**config.mk**
```make
export PLATFORM = sky130hd
export DESIGN_NAME = flow_ram_updater_flat
export DESIGN_NICKNAME = d
export VERILOG_FILES = /design/src/rtl/flow_ram_updater_if.sv /design/src/rtl/flow_ram_updater.sv /design/src/flat_wrapper.sv
export SDC_FILE = /design/constraint.sdc
export NUM_CORES = 1
export LEC_CHECK = 0
export CORE_ASPECT_RATIO = 2
export CORE_MARGIN = 8
export CORE_UTILIZATION = 30
export DETAILED_ROUTE_END_ITERATION = 10
export SLEW_MARGIN = 0
export SYNTH_ARGS = -nofsm -noshare
export SYNTH_HDL_FRONTEND = slang
export SYNTH_SLANG_ARGS = --single-unit
export TNS_END_PERCENT = 20
```
**constraint.sdc**
```tcl
create_clock -name clk -period 7.45 [get_ports clk]
set_input_delay 1.8625 -clock clk [delete_from_list [all_inputs] [get_ports clk]]
set_output_delay 1.8625 -clock clk [all_outputs]
set_load 0.01 [all_outputs]
```
**src/rtl/flow_ram_updater_if.sv**
```systemverilog
// Signal bundle between the flow updater, the flow lookup stage and sram_reset_intf.
// master = updater side; slave = upstream lookup stage plus the RAM interface.
`ifndef FLOW_RAM_ADDR_WIDTH
`define FLOW_RAM_ADDR_WIDTH 10
`endif
`ifndef FLOW_RAM_WORD_WIDTH
`define FLOW_RAM_WORD_WIDTH 64
`endif

interface flow_ram_updater_if #(
  parameter int ADDR_WIDTH  = `FLOW_RAM_ADDR_WIDTH,
  parameter int WORD_WIDTH  = `FLOW_RAM_WORD_WIDTH,
  parameter int BYTES_WIDTH = 16
);
  logic                   upd_valid;
  logic                   upd_ready;
  logic [ADDR_WIDTH-1:0]  upd_addr;
  logic [BYTES_WIDTH-1:0] upd_bytes;
  logic                   upd_done;

  logic                   write_ready;
  logic                   write_en;
  logic [ADDR_WIDTH-1:0]  write_addr;
  logic [WORD_WIDTH-1:0]  write_data;

  logic                   read_ready;
  logic                   read_en;
  logic [ADDR_WIDTH-1:0]  read_addr;
  logic [WORD_WIDTH-1:0]  read_data;
  logic                   read_data_new;

  modport master (
    input  upd_valid, upd_addr, upd_bytes,
    output upd_ready, upd_done,
    input  write_ready,
    output write_en, write_addr, write_data,
    input  read_ready, read_data, read_data_new,
    output read_en, read_addr
  );

  modport slave (
    output upd_valid, upd_addr, upd_bytes,
    input  upd_ready, upd_done,
    output write_ready,
    input  write_en, write_addr, write_data,
    output read_ready, read_data, read_data_new,
    input  read_en, read_addr
  );
endinterface

```
**src/rtl/flow_ram_updater.sv**
```systemverilog
// Read-modify-write flow counter updater: reads a flow word, bumps the packet and
// byte counters with saturation, writes it back. One update in flight at a time.
`ifndef FLOW_RAM_ADDR_WIDTH
`define FLOW_RAM_ADDR_WIDTH 10
`endif
`ifndef FLOW_RAM_WORD_WIDTH
`define FLOW_RAM_WORD_WIDTH 64
`endif

module flow_ram_updater #(
  parameter int ADDR_WIDTH  = `FLOW_RAM_ADDR_WIDTH,
  parameter int WORD_WIDTH  = `FLOW_RAM_WORD_WIDTH,
  parameter int PKT_WIDTH   = 24,
  parameter int BYTES_WIDTH = 16,
  parameter int TIMEOUT     = 255
) (
  input  logic                clk,
  input  logic                reset,
  flow_ram_updater_if.master  bus,
  output logic                err_timeout
);

  localparam int FIELD_W = WORD_WIDTH - PKT_WIDTH;
  localparam logic [7:0] TMO_LAST = 8'(TIMEOUT - 1);

  typedef enum logic [1:0] {
    IDLE      = 2'd0,
    RD_REQ    = 2'd1,
    WAIT_DATA = 2'd2,
    WR_REQ    = 2'd3
  } state_t;

  function automatic logic [PKT_WIDTH-1:0] sat_pkt_inc(input logic [PKT_WIDTH-1:0] pkt);
    return (&pkt) ? pkt : pkt + PKT_WIDTH'(1);
  endfunction

  // upd_bytes is zero-extended; the extra sum bit flags overflow of the byte field.
  function automatic logic [FIELD_W-1:0] sat_byte_add(input logic [FIELD_W-1:0]     acc,
                                                      input logic [BYTES_WIDTH-1:0] inc);
    logic [FIELD_W:0] sum;
    sum = {1'b0, acc} + (FIELD_W + 1)'(inc);
    return sum[FIELD_W] ? {FIELD_W{1'b1}} : sum[FIELD_W-1:0];
  endfunction

  state_t                 state;
  logic [ADDR_WIDTH-1:0]  req_addr;
  logic [BYTES_WIDTH-1:0] req_bytes;
  logic [7:0]             tmo_cnt;
  logic                   upd_ready_r;
  logic                   upd_done_r;
  logic                   read_en_r;
  logic                   write_en_r;
  logic [ADDR_WIDTH-1:0]  read_addr_r;
  logic [ADDR_WIDTH-1:0]  write_addr_r;
  logic [WORD_WIDTH-1:0]  wr_word_p1;

  always_ff @(posedge clk or negedge reset) begin
    if (!reset) begin
      state        <= IDLE;
      req_addr     <= '0;
      req_bytes    <= '0;
      tmo_cnt      <= '0;
      upd_ready_r  <= 1'b0;
      upd_done_r   <= 1'b0;
      read_en_r    <= 1'b0;
      write_en_r   <= 1'b0;
      read_addr_r  <= '0;
      write_addr_r <= '0;
      wr_word_p1   <= '0;
      err_timeout  <= 1'b0;
    end else begin
      read_en_r  <= 1'b0;
      write_en_r <= 1'b0;
      upd_done_r <= 1'b0;
      case (state)
        // upd_ready rises one cycle after re-entering IDLE, never in the write-back cycle
        IDLE: begin
          if (bus.upd_valid && upd_ready_r) begin
            req_addr    <= bus.upd_addr;
            req_bytes   <= bus.upd_bytes;
            upd_ready_r <= 1'b0;
            state       <= RD_REQ;
          end else begin
            upd_ready_r <= 1'b1;
          end
        end
        // read_ready low means the RAM is still clearing; no timeout applies here
        RD_REQ: begin
          if (bus.read_ready) begin
            read_en_r   <= 1'b1;
            read_addr_r <= req_addr;
            tmo_cnt     <= '0;
            state       <= WAIT_DATA;
          end
        end
        // Stage p1: read data arrives, updated word registered for write-back
        WAIT_DATA: begin
          if (bus.read_data_new) begin
            wr_word_p1 <= {sat_byte_add(bus.read_data[WORD_WIDTH-1:PKT_WIDTH], req_bytes),
                           sat_pkt_inc(bus.read_data[PKT_WIDTH-1:0])};
            state      <= WR_REQ;
          end else if (tmo_cnt == TMO_LAST) begin
            err_timeout <= 1'b1;
            state       <= IDLE;
          end else begin
            tmo_cnt <= tmo_cnt + 8'd1;
          end
        end
        WR_REQ: begin
          if (bus.write_ready) begin
            write_en_r   <= 1'b1;
            upd_done_r   <= 1'b1;
            write_addr_r <= req_addr;
            state        <= IDLE;
          end
        end
        default: state <= IDLE;
      endcase
    end
  end

  assign bus.upd_ready  = upd_ready_r;
  assign bus.upd_done   = upd_done_r;
  assign bus.read_en    = read_en_r;
  assign bus.read_addr  = read_addr_r;
  assign bus.write_en   = write_en_r;
  assign bus.write_addr = write_addr_r;
  assign bus.write_data = wr_word_p1;

endmodule

```
**src/flat_wrapper.sv**
```systemverilog
// flat-port wrapper written by rule: the top's interface ports become plain ports
module flow_ram_updater_flat 
#(
  parameter int ADDR_WIDTH  = `FLOW_RAM_ADDR_WIDTH,
  parameter int WORD_WIDTH  = `FLOW_RAM_WORD_WIDTH,
  parameter int PKT_WIDTH   = 24,
  parameter int BYTES_WIDTH = 16,
  parameter int TIMEOUT     = 255
)
  (clk, reset, err_timeout, bus_upd_valid, bus_upd_addr, bus_upd_bytes, bus_upd_ready, bus_upd_done, bus_write_ready, bus_write_en, bus_write_addr, bus_write_data, bus_read_ready, bus_read_data, bus_read_data_new, bus_read_en, bus_read_addr);
  flow_ram_updater_if #(.ADDR_WIDTH(ADDR_WIDTH), .WORD_WIDTH(WORD_WIDTH), .BYTES_WIDTH(BYTES_WIDTH)) bus_i ();
  input  logic clk;
  input  logic reset;
  output logic err_timeout;
  input wire logic [$bits(bus_i.upd_valid)-1:0] bus_upd_valid;
  input wire logic [$bits(bus_i.upd_addr)-1:0] bus_upd_addr;
  input wire logic [$bits(bus_i.upd_bytes)-1:0] bus_upd_bytes;
  output wire logic [$bits(bus_i.upd_ready)-1:0] bus_upd_ready;
  output wire logic [$bits(bus_i.upd_done)-1:0] bus_upd_done;
  input wire logic [$bits(bus_i.write_ready)-1:0] bus_write_ready;
  output wire logic [$bits(bus_i.write_en)-1:0] bus_write_en;
  output wire logic [$bits(bus_i.write_addr)-1:0] bus_write_addr;
  output wire logic [$bits(bus_i.write_data)-1:0] bus_write_data;
  input wire logic [$bits(bus_i.read_ready)-1:0] bus_read_ready;
  input wire logic [$bits(bus_i.read_data)-1:0] bus_read_data;
  input wire logic [$bits(bus_i.read_data_new)-1:0] bus_read_data_new;
  output wire logic [$bits(bus_i.read_en)-1:0] bus_read_en;
  output wire logic [$bits(bus_i.read_addr)-1:0] bus_read_addr;
  assign bus_i.upd_valid = bus_upd_valid;
  assign bus_i.upd_addr = bus_upd_addr;
  assign bus_i.upd_bytes = bus_upd_bytes;
  assign bus_upd_ready = bus_i.upd_ready;
  assign bus_upd_done = bus_i.upd_done;
  assign bus_i.write_ready = bus_write_ready;
  assign bus_write_en = bus_i.write_en;
  assign bus_write_addr = bus_i.write_addr;
  assign bus_write_data = bus_i.write_data;
  assign bus_i.read_ready = bus_read_ready;
  assign bus_i.read_data = bus_read_data;
  assign bus_i.read_data_new = bus_read_data_new;
  assign bus_read_en = bus_i.read_en;
  assign bus_read_addr = bus_i.read_addr;
  flow_ram_updater #(.ADDR_WIDTH(ADDR_WIDTH), .WORD_WIDTH(WORD_WIDTH), .PKT_WIDTH(PKT_WIDTH), .BYTES_WIDTH(BYTES_WIDTH), .TIMEOUT(TIMEOUT)) u_core (.clk(clk), .reset(reset), .bus(bus_i), .err_timeout(err_timeout));
endmodule
```
# Word level (Yosys, flattened, before mapping)
# Cells that the tools add are included.
# totals
register_bits,124
latchBits,0
ram_bits,0
romBits,0
output_inout_bits,89
word_cells,53
memories,0
# classes
n_addsub,3
mul,0
n_div,0
magnitude_cmp,0
eq_ne,10
n_shift,0
muxes,17
n_bitwise,1
reduce_logical,11
# ops
op,n
adder 40 x 16 -> 41 bit,1
2-to-1 mux 40 bit,1
adder 24 x 1 -> 24 bit (second input constant),1
2-to-1 mux 24 bit,1
2-to-1 mux 8 bit,3
AND reduction 24 bit,1
one-hot mux 8 bit (2 select lines),1
2-to-1 mux 2 bit,5
adder 8 x 1 -> 8 bit (second input constant),1
equality test 8 bit (second input constant),1
inequality test 2 bit (second input constant),4
one-hot mux 2 bit (4 select lines),1
AND reduction 2 bit,4
AND reduction 4 bit,2
2-to-1 mux 1 bit,5
equality test 2 bit (second input constant),2
inequality test 3 x 2 -> 1 bit (second input constant),1
AND reduction 3 bit,1
equality test 2 x 1 -> 1 bit (second input constant),1
logical NOT 2 bit,1
inequality test 2 x 1 -> 1 bit (second input constant),1
nonzero test 2 bit,1
logical AND 1 bit,1
NOT 1 bit,1

# Longest topological paths before layout
# Gate-level depths: netlist of run 1.
# logic_depth
ltp_word,4
depth_mapped,10
depth_no_buf,9

# Worst setup path before layout of run 1
# OpenSTA, ideal clock, no wires.
# synth_path
path_type,input-to-reg
from,in bus_read_data[24]
to,"reg u_core.wr_word_p1[59], in the netlist u_core.bus.write_data[59]"
t_arrival_ns,4.063
t_required_ns,7.324
setup_slack_ns,3.261
cell_stages,10
path_cell_list,ha_1 fa_1 a21o_1 a21o_1 a31oi_2 o41a_4 nor2_4 a21o_1 buf_4 o32a_1
# synth_between
elab_chain_len,2
# synth_lines
element,line,rtl
start: declaration,flat_wrapper.sv:25,input wire logic [$bits(bus_i.read_data)-1:0] bus_read_data;
adder 40 x 16 -> 41 bit,flow_ram_updater.sv:41,"sum = {1'b0, acc} + (FIELD_W + 1)'(inc);"
2-to-1 mux 40 bit,flow_ram_updater.sv:42,return sum[FIELD_W] ? {FIELD_W{1'b1}} : sum[FIELD_W-1:0];
end signal: assignment,flow_ram_updater.sv:99,"wr_word_p1 <= {sat_byte_add(bus.read_data[WORD_WIDTH-1:PKT_WIDTH], req_bytes),"
end: declaration,flow_ram_updater.sv:55,logic [WORD_WIDTH-1:0] wr_word_p1;
# No other way between the ends.
# A chain may end at the register's enable or synchronous reset.

# Worst setup path after layout of run 1
# layout_path
from,in bus_read_data[24]
to,"reg u_core.wr_word_p1[61], in the netlist u_core.bus.write_data[61]"
# Same word-level chain as after synthesis.

==> flow_summary.json, run 1 <==
{
  "drtIter0Drc": 192,
  "final_util_pct": 42.6,
  "clock-sinks": 124,
  "initial_core_util_pct": 30.3,
  "rr_startpoint": "u_core.req_bytes[0]$_DFFE_PN0P_",
  "syn_nets": 760,
  "insertedDiodeCount": 0,
  "hp-class": "flop to flop",
  "synth_cell_types": 60,
  "io_pins": 185,
  "post-place-ws_ns": 2.23,
  "routed-wl-met3_um": 926,
  "dominantRegCellSynth": "dfrtp_1",
  "wl_met2_mm": 11.2,
  "cts-resized-gates": 0,
  "finalMaxSlewViolations": 0,
  "reg2reg_setup_slack_ns": 4.19,
  "status": "finished clean",
  "crit_fanout": 31,
  "worst-setup-path-type": "input pin to flop",
  "antenna_left": 0,
  "antenna_found_initial": 0,
  "tritoncts": "yes",
  "maxUsedRoutingLayer": "met4",
  "postCtsSetupBuffers": 0,
  "rows": 76,
  "wl_per_cell_um": 18.0,
  "max_clock_freq_mhz": 210,
  "tightest_slew_ns": 1.10,
  "setup_slack_ns": 2.68,
  "finalHoldViolations": 0,
  "slew_headroom_pct": 26.4,
  "die_w_um": 120,
  "fin_crit_sh_pct": 64.0,
  "hpwlAfterDp_mm": 15.3,
  "die_h_um": 224,
  "synthCells": 644,
  "wl_mm": 19.9,
  "clkTransAtPathRegs_ns": 0.06,
  "drc": 0,
  "grt.overflow.total": 0,
  "hold_start": "u_core.err_timeout$_DFFE_PN0P_",
  "end_kind": "flop",
  "ys.warnings.count": 0,
  "p_leak_uw": 0.00375,
  "wl_met1_mm": 7.22,
  "ys_seq_area_share_pct": 47.8,
  "worstSetupStartpointType": "input pin",
  "cts_root_buffer": "clkbuf_16",
  "async_reset_ff_share_pct": 100,
  "ir_drop_v": 0.000226,
  "worstPathRequired_ns": 7.81,
  "fill_cells": 2139,
  "drive_gt1_share_pct": 10.7,
  "grt_pass1_vias": 5789,
  "synth_seq_cells": 124,
  "powerDensity_nw_per_um2": 396,
  "setup_violations": 0,
  "grt_pass1_wl_mm": 31.7,
  "synth_edf_count": 0,
  "hold_buffers": 0,
  "r2r_end": "u_core.bus.write_data[59]$_DFFE_PN0P_",
  "avgSynthCellArea_um2": 10.1,
  "io_buffer_count": 184,
  "synth_area_um2": 6490,
  "fin_crit_ns": 4.77,
  "grt_usage_pct": 15.1,
  "firstDrtPassIters": 5,
  "vias": 5485,
  "core_area_um2": 21400,
  "grt_max_degree": 66,
  "die_area_um2": 26900,
  "arrival_ns": 5.12,
  "r2r_cells": 9,
  "dpl_cell_area_um2": 8560,
  "clk_latency_ns": 0.42,
  "hold_path_depth": 1,
  "fin_setup_tns_ns": 0,
  "max_cap_viol_count": 0,
  "min_to": "u_core.err_timeout$_DFFE_PN0P_",
  "viasPerCell": 4.96,
  "numCtsBuffers": 17,
  "stdcell_area_um2": 9120,
  "nNetsFinal": 935,
  "clock_path_buffers": 2,
  "finClkSkew_ns": 0.00748,
  "rsz0062_at_grt": "no",
  "finalWeightedCongestion": 0.818,
  "cts_max_level": 4,
  "area_growth_pct": 40.5
}
## routing by layer
layer | global-route usage [%] | up-vias
li1 | - | 2663
met1 | 15.1 | 2663
met2 | 28.1 | 135
met3 | 3.56 | 24
met4 | 7.70 | 0
met5 | 0 | -
## how the worst max path moves through the flow
stage	startpoint	end
after floorplan	bus_read_data[24]	u_core.bus.write_data[59]$_DFFE_PN0P_
after global placement	bus_read_data[24]	u_core.bus.write_data[51]$_DFFE_PN0P_
after detailed placement	bus_read_data[24]	u_core.bus.write_data[59]$_DFFE_PN0P_
after CTS	bus_read_data[24]	u_core.bus.write_data[61]$_DFFE_PN0P_
after global routing	bus_read_data[24]	u_core.bus.write_data[55]$_DFFE_PN0P_
final	bus_read_data[24]	u_core.bus.write_data[61]$_DFFE_PN0P_
## worst max-delay path: stages
cell             delay, ns
clkdlybuf4s50_1       0.46
ha_1                  0.18
fa_1                  0.21
a21o_1                0.16
a21o_1                0.16
a31oi_2               0.14
o41a_4                0.52
nor2_4                0.22
a21o_1                0.89
o22a_2                0.30
## state kept, by name (all words and copies together) (netlist names)
register,count
u_core.bus.write_data,64
u_core.req_bytes,16
u_core.bus.read_addr,10
u_core.bus.write_addr,10
u_core.req_addr,10
u_core.tmo_cnt,8
u_core.state,2
u_core.bus.read_en,1
u_core.bus.upd_done,1
u_core.bus.upd_ready,1
u_core.err_timeout,1
## area by class of cell
class / count / area [µm²] / share of cell area (%)
multi-input cells: 482 / 3220 / 35.3
inverters: 6 / 22.5 / 0.247
flip-flops and latches: 124 / 3100 / 34.0
well taps: 273 / 342 / 3.75
repair buffers: 188 / 1870 / 20.5
clock inverters: 11 / 121 / 1.33
clock buffers: 21 / 440 / 4.83
## Yosys cell counts, drive strengths merged (3+ instances only)
cell type | n | area share [%]
dfrtp | 124 | 48
nand2 | 103 | 6.0
o21ai | 44 | 3.4
nor2 | 38 | 2.3
mux2 | 37 | 6.4
xor2 | 34 | 4.6
o22a | 29 | 4.0
a21oi | 21 | 1.6
clkbuf | 21 | 1.2
nand4 | 20 | 1.9
ha | 19 | 3.7
nand3 | 18 | 1.4
xnor2 | 16 | 2.2
and3 | 15 | 1.4
buf | 11 | 1.1
nor4 | 10 | 1.1
nor3 | 9 | 0.85
a21o | 7 | 0.81
o31ai | 6 | 0.77
a31o | 5 | 0.67
a31oi | 5 | 0.58
inv | 5 | 0.29
or3 | 5 | 0.48
and2 | 4 | 0.39
mux2i | 4 | 0.62
a211oi | 3 | 0.35
nor2b | 3 | 0.29
or2 | 3 | 0.29
## cell usage in the layout, fill, tap and decap left out, drive strengths merged, types with 3 or more instances in the layout
master,instances
o21ai,44
a21oi,21
dfrtp,124
mux2,37
nor4,10
buf,5
a21o,7
a31o,5
nand4,20
nor2b,3
nand2,103
a31oi,5
nor3,9
xnor2,16
clkdlybuf4s50,183
o22a,29
nor2,38
o31ai,6
or2,3
ha,19
clkbuf,21
or3,5
inv,5
clkinv,8
and2,4
mux2i,4
a211oi,3
xor2,34
and3,15
nand3,18
## through the flow
step | instances | hold slack, ns | power, µW
finish | 1105 | 0.460 | 3610
global route | 1105 | 0.497 | 3860
CTS | 1105 | 0.465 | 3670
detailed placement | 1073 | 0.449 | 2850
global placement | 1073 | 0.443 | 2830
floorplan | 644 | 0.451 | 2070
## cell families after synthesis
kind of cell	count (synthesis)	share of synthesized area, %
AO/OA/AOI/OAI	135	14.4
buffers and inverters	38	2.64
AND/OR/NAND/NOR	236	17.4
adder cells (fa/ha/maj)	20	3.97
flip-flops	124	47.8
multiplexers	41	7.04
XOR/XNOR	50	6.75
## power by group
part / internal (µW) / switching, µW / leakage [µW] / total, µW
Sequential: 986 / 200 / 0.00149 / 1190
Clock: 491 / 311 / 0.000271 / 802
Combinational: 860 / 761 / 0.00199 / 1620
Total: 2340 / 1270 / 0.00375 / 3610
(Power assumes the default switching activity.)
==> run 2: changes to the inputs <==
clock period = 4.64 ns   (was 7.45 ns; I/O delays follow)
==> flow_summary.json, run 2 (synthesis results as in run 1) <==
{
  "viasPerCell": 4.97,
  "ff_latch_area_um2": 3100,
  "cts_root_buffer": "clkbuf_16",
  "area_growth_pct": 41.9,
  "rows": 76,
  "r2r_cells": 10,
  "hold_path_depth": 1,
  "min_to": "u_core.err_timeout$_DFFE_PN0P_",
  "powerDensity_nw_per_um2": 638,
  "cts-resized-gates": 0,
  "drc": 0,
  "die_area_um2": 26900,
  "finalWeightedCongestion": 0.827,
  "r2r_end": "u_core.bus.write_data[32]$_DFFE_PN0P_",
  "firstDrtPassIters": 4,
  "die_h_um": 224,
  "numCtsBuffers": 17,
  "tritoncts": "yes",
  "fin_crit_sh_pct": 79.3,
  "slew_headroom_pct": 54.7,
  "p_leak_uw": 0.00379,
  "setup_violations": 0,
  "clkTransAtPathRegs_ns": 0.06,
  "grt_pass1_vias": 5882,
  "core_area_um2": 21400,
  "max_clock_freq_mhz": 272,
  "p_seq_share_pct": 32.7,
  "fin_setup_tns_ns": 0,
  "grt.overflow.total": 0,
  "drive_gt1_share_pct": 11.6,
  "wl_mm": 19.9,
  "tightest_slew_ns": 0.680,
  "multi_input_area_um2": 3220,
  "reg2reg_setup_slack_ns": 1.74,
  "end_kind": "flop",
  "cts_max_level": 4,
  "clkPwrFrac_pct": 23.0,
  "finalMaxSlewViolations": 0,
  "vias": 5513,
  "nNetsFinal": 939,
  "hold_buffers": 0,
  "die_w_um": 120,
  "arrival_ns": 3.98,
  "hp-class": "flop to flop",
  "ir_drop_v": 0.000404,
  "p_switching_uw": 2060,
  "grt_usage_pct": 15.1,
  "max_cap_viol_count": 0,
  "post-place-ws_ns": 0.539,
  "clk_latency_ns": 0.42,
  "layout_commonest_cell": "clkdlybuf4s50_1",
  "worstSetupStartpointType": "input pin",
  "postCtsSetupBuffers": 0,
  "status": "finished clean",
  "clock_path_buffers": 2,
  "io_pins": 185,
  "hpwlAfterDp_mm": 15.7,
  "drtIter0Drc": 242,
  "wl_per_cell_um": 17.9,
  "p_int_uw": 3810,
  "most-common-layout-cells": "183 x clkdlybuf4s50_1, 124 x dfrtp_1, 103 x nand2_1",
  "p_comb_share_pct": 44.3,
  "power.total_uw": 5870,
  "setup_slack_ns": 0.960,
  "fill_cells": 2101,
  "hold_start": "u_core.err_timeout$_DFFE_PN0P_",
  "finClkSkew_ns": 0.00722,
  "crit_fanout": 28,
  "largest_reg_flops": 64,
  "rsz0062_at_grt": "no",
  "antenna_left": 0,
  "p_sw_share_pct": 35.1,
  "grt_max_degree": 55,
  "clock-sinks": 124,
  "finalHoldViolations": 0,
  "rr_startpoint": "u_core.req_bytes[0]$_DFFE_PN0P_",
  "fin_crit_ns": 3.68,
  "io_buffer_count": 184,
  "worst-setup-path-type": "input pin to flop",
  "antenna_found_initial": 1,
  "grt_pass1_wl_mm": 32.0,
  "initial_core_util_pct": 30.3,
  "worstPathRequired_ns": 4.94
}
## run 2: changes by cell type in the layout (fill, tap and decap cells not counted)
| cell | change |
|---|---|
| buf_12 | +1 |
| buf_4 | +3 |
| clkbuf_1 | -4 |
| clkbuf_8 | +3 |
| clkinv_2 | -3 |
| clkinv_4 | +1 |
| clkinvlp_4 | +2 |
| diode_2 | +1 |
| inv_6 | +1 |
## run 2: how the worst max path moves through the flow
stage / endpoint / startpoint / slack (ns) / cells past startpoint
detailed placement: u_core.bus.write_data[55]$_DFFE_PN0P_ / bus_read_data[24] / 0.54 / 11
finish: u_core.bus.write_data[32]$_DFFE_PN0P_ / bus_read_data[24] / 0.96 / 11
global placement: u_core.bus.write_data[51]$_DFFE_PN0P_ / bus_read_data[24] / 0.58 / 11
floorplan: u_core.bus.write_data[59]$_DFFE_PN0P_ / bus_read_data[24] / 1.15 / 10
global route: u_core.bus.write_data[32]$_DFFE_PN0P_ / bus_read_data[24] / 0.83 / 11
CTS: u_core.bus.write_data[55]$_DFFE_PN0P_ / bus_read_data[24] / 0.97 / 11
## run 2: power groups by stage
stage | clock network, µW | registers (µW) | logic (µW)
global route | 1440 | 2000 | 2840
finish | 1350 | 1920 | 2600
CTS | 1390 | 1940 | 2660
global placement | 0 | 1940 | 2620
floorplan | 0 | 2010 | 1320
detailed placement | 0 | 1950 | 2640
## run 2: area by class of cell
| type | count | area share (%) |
|---|---|---|
| multi-input cells | 482 | 35.0 |
| flip-flops and latches | 124 | 33.7 |
| repair buffers | 192 | 20.8 |
| clock buffers | 20 | 5.07 |
| well taps | 273 | 3.71 |
| clock inverters | 12 | 1.51 |
| inverters | 6 | 0.245 |
| diodes | 1 | 0.0272 |
## run 2: per-layer routing
layer	track usage (%)	share of wire (%)	up-vias
li1	-	-	2670
met1	14.8	36	2679
met2	29.2	57	135
met3	3.10	4.3	29
met4	7.22	2.4	0
met5	0	0	-
## run 2: critical path, cell delays in order
cell             delay [ns]
clkdlybuf4s50_1        0.41
ha_1                   0.22
fa_1                   0.41
a21o_1                 0.21
a21o_1                 0.21
a31oi_2                0.29
o41a_4                 0.27
nor2_4                 0.08
a21o_1                 0.24
buf_4                  0.25
o22a_1                 0.22
## run 2: stage by stage
stage,util [%],instances,hold WS (ns),instance area (µm²)
final,43.0,1110,0.457,9210
after CTS,43.0,1109,0.463,9210
after global routing,43.0,1110,0.480,9210
after global placement,40.2,1077,0.446,8600
after floorplan,-,644,0.451,6490
after detailed placement,40.2,1077,0.450,8600
==> run 3: changes to the inputs <==
clock period = 3.3 ns   (was 4.64 ns; I/O delays follow)
==> flow_summary.json, run 3 (synthesis results as in run 1) <==
{
  "die_area_um2": 26900,
  "fill_cells": 2063,
  "wl_mm": 20.2,
  "grt.overflow.total": 0,
  "finalWeightedCongestion": 0.838,
  "grt_usage_pct": 15.3,
  "ir_drop_v": 0.000492,
  "clock_path_buffers": 2,
  "rows": 76,
  "arrival_ns": 3.45,
  "setup_slack_ns": 0.146,
  "clkPwrFrac_pct": 22.9,
  "crit_fanout": 28,
  "clkTransAtPathRegs_ns": 0.05,
  "area_growth_pct": 48.6,
  "finClkSkew_ns": 0.00983,
  "max_cap_viol_count": 0,
  "rsz0062_at_grt": "no",
  "p_comb_share_pct": 46.1,
  "end_kind": "flop",
  "whs_ns": 0.305,
  "vias": 5579,
  "power.total_uw": 8720,
  "slew_headroom_pct": 63.8,
  "grt_pass1_vias": 5930,
  "setup_violations": 0,
  "largest_reg_flops": 64,
  "hp-class": "input pin to async pin",
  "numCtsBuffers": 17,
  "p_switching_uw": 2910,
  "powerDensity_nw_per_um2": 903,
  "firstDrtPassIters": 4,
  "dpl_cell_area_um2": 9020,
  "max_clock_freq_mhz": 317,
  "io_pins": 185,
  "cts_root_buffer": "clkbuf_16",
  "antenna_left": 0,
  "slowest_delay_ns": 0.41,
  "initial_core_util_pct": 30.3,
  "stdcell_area_um2": 9650,
  "worst-setup-path-type": "input pin to flop",
  "p_int_uw": 5800,
  "drc": 0,
  "p_sw_share_pct": 33.4,
  "cp_cell_sequence": "clkdlybuf4s50_1 -> ha_1 -> fa_1 -> a21o_1 -> a21o_1 -> a31oi_2 -> o41a_4 -> nor2_4 -> a21o_1 -> buf_12 -> o22a_2",
  "tritoncts": "yes",
  "clk_latency_ns": 0.41,
  "p_seq_share_pct": 31.0,
  "post-place-ws_ns": -0.412,
  "worstPathRequired_ns": 3.60,
  "tightest_slew_ns": 0.540,
  "die_h_um": 224,
  "cp-startpoint": "bus_read_data[24]",
  "rr_startpoint": "u_core.req_bytes[0]$_DFFE_PN0P_",
  "path_common_cell": "a21o_1",
  "crit_family": "compound AO/OA/AOI/OAI gates",
  "grt_pass1_wl_mm": 32.4,
  "worstSetupStartpointType": "input pin",
  "layout_commonest_cell": "clkdlybuf4s50_1",
  "grt_max_degree": 65,
  "wl_per_cell_um": 17.5,
  "fin_crit_sh_pct": 95.6,
  "fin_crit_ns": 3.15,
  "die_w_um": 120,
  "core_area_um2": 21400,
  "nNetsFinal": 986,
  "cp.buffers_inverters": 2,
  "status": "finished clean",
  "most-common-layout-cells": "183 x clkdlybuf4s50_1, 124 x dfrtp_1, 103 x nand2_1",
  "cpMaxStageDelayCell": "clkdlybuf4s50_1",
  "cts_max_level": 4,
  "hpwlAfterDp_mm": 16.0,
  "viasPerCell": 4.83,
  "drive_gt1_share_pct": 16.1,
  "drtIter0Drc": 238,
  "finalMaxSlewViolations": 0,
  "io_buffer_count": 184,
  "p_leak_uw": 0.00406,
  "clock-sinks": 124,
  "antenna_found_initial": 2,
  "fin_setup_tns_ns": 0,
  "finalHoldViolations": 0
}
## run 3: cell types whose count changed in the layout (fill, tap and decap cells not counted), sizes merged
cell / delta
clkinv: -1
inv: -1
diode: +1
buf: +47
bufinv: +2
clkbuf: +1
clkinvlp: -4
## run 3: stage by stage
stage               util [%]  std cells
detailed placement      42.1       1124
floorplan                  -        644
CTS                     45.0       1153
global placement        42.1       1124
global route            45.1       1155
finish                  45.1       1155
## run 3: worst register-to-register path, stage by stage, from the launching register on
cell and delay [ns]:
dfrtp_1 0.39, ha_1 0.21, fa_1 0.41, a21o_1 0.22, a21o_1 0.21, a31oi_2 0.26, o41a_4 0.21, nor2_4 0.04
a21o_1 0.24, buf_12 0.19, o22a_2 0.22
## run 3: final timing paths
check	cells past startpoint	slack [ns]	to
setup / recovery	11	0.15	u_core.bus.write_data[61]$_DFFE_PN0P_
hold / removal	1	0.31	u_core.req_bytes[1]$_DFFE_PN0P_
setup reg to reg	10	0.59	u_core.bus.write_data[61]$_DFFE_PN0P_
hold reg to reg	1	0.46	u_core.err_timeout$_DFFE_PN0P_
max in group asynchronous	2	2.32	u_core.bus.write_data[14]$_DFFE_PN0P_
min in group clk	1	0.46	u_core.err_timeout$_DFFE_PN0P_
## run 3: timing repair
| action | in CTS | in global routing |
|---|---|---|
| buffers inserted | 0 | 0 |
| resized for setup | 0 | 1 |
| hold buffers | 0 | 0 |
| setup endpoints to repair | 0 | 5 |
## run 3: final cells by class
type	instances	area, µm²	share of cell area [%]
Sequential cell	124	3100	32.2
Antenna cell	2	5.00	0.0519
Multi-Input combinational cell	482	3230	33.5
Clock inverter	8	140	1.45
Clock buffer	21	480	4.98
Tap cell	273	342	3.54
Timing Repair Buffer	239	2330	24.1
Inverter	6	22.5	0.233
## run 3: per-layer routing
metal | global-route usage (%) | part of all wire [%] | routed length (µm) | vias up
met5 | 0 | 0 | 0 | -
met4 | 7.38 | 2.8 | 572 | 0
met3 | 3.23 | 4.3 | 869 | 27
met2 | 28.7 | 56 | 11400 | 122
met1 | 15.4 | 37 | 7390 | 2662
li1 | - | - | - | 2768
## run 3: power groups by stage
stage          Combinational, µW  Sequential [µW]  Clock (µW)
2_1_floorplan               1850             2830           0
3_5_place_dp                4070             2740           0
6_report                    4010             2700        2000
4_1_cts                     4090             2720        2050
3_3_place_gp                4030             2730           0
5_1_grt                     4370             2800        2100
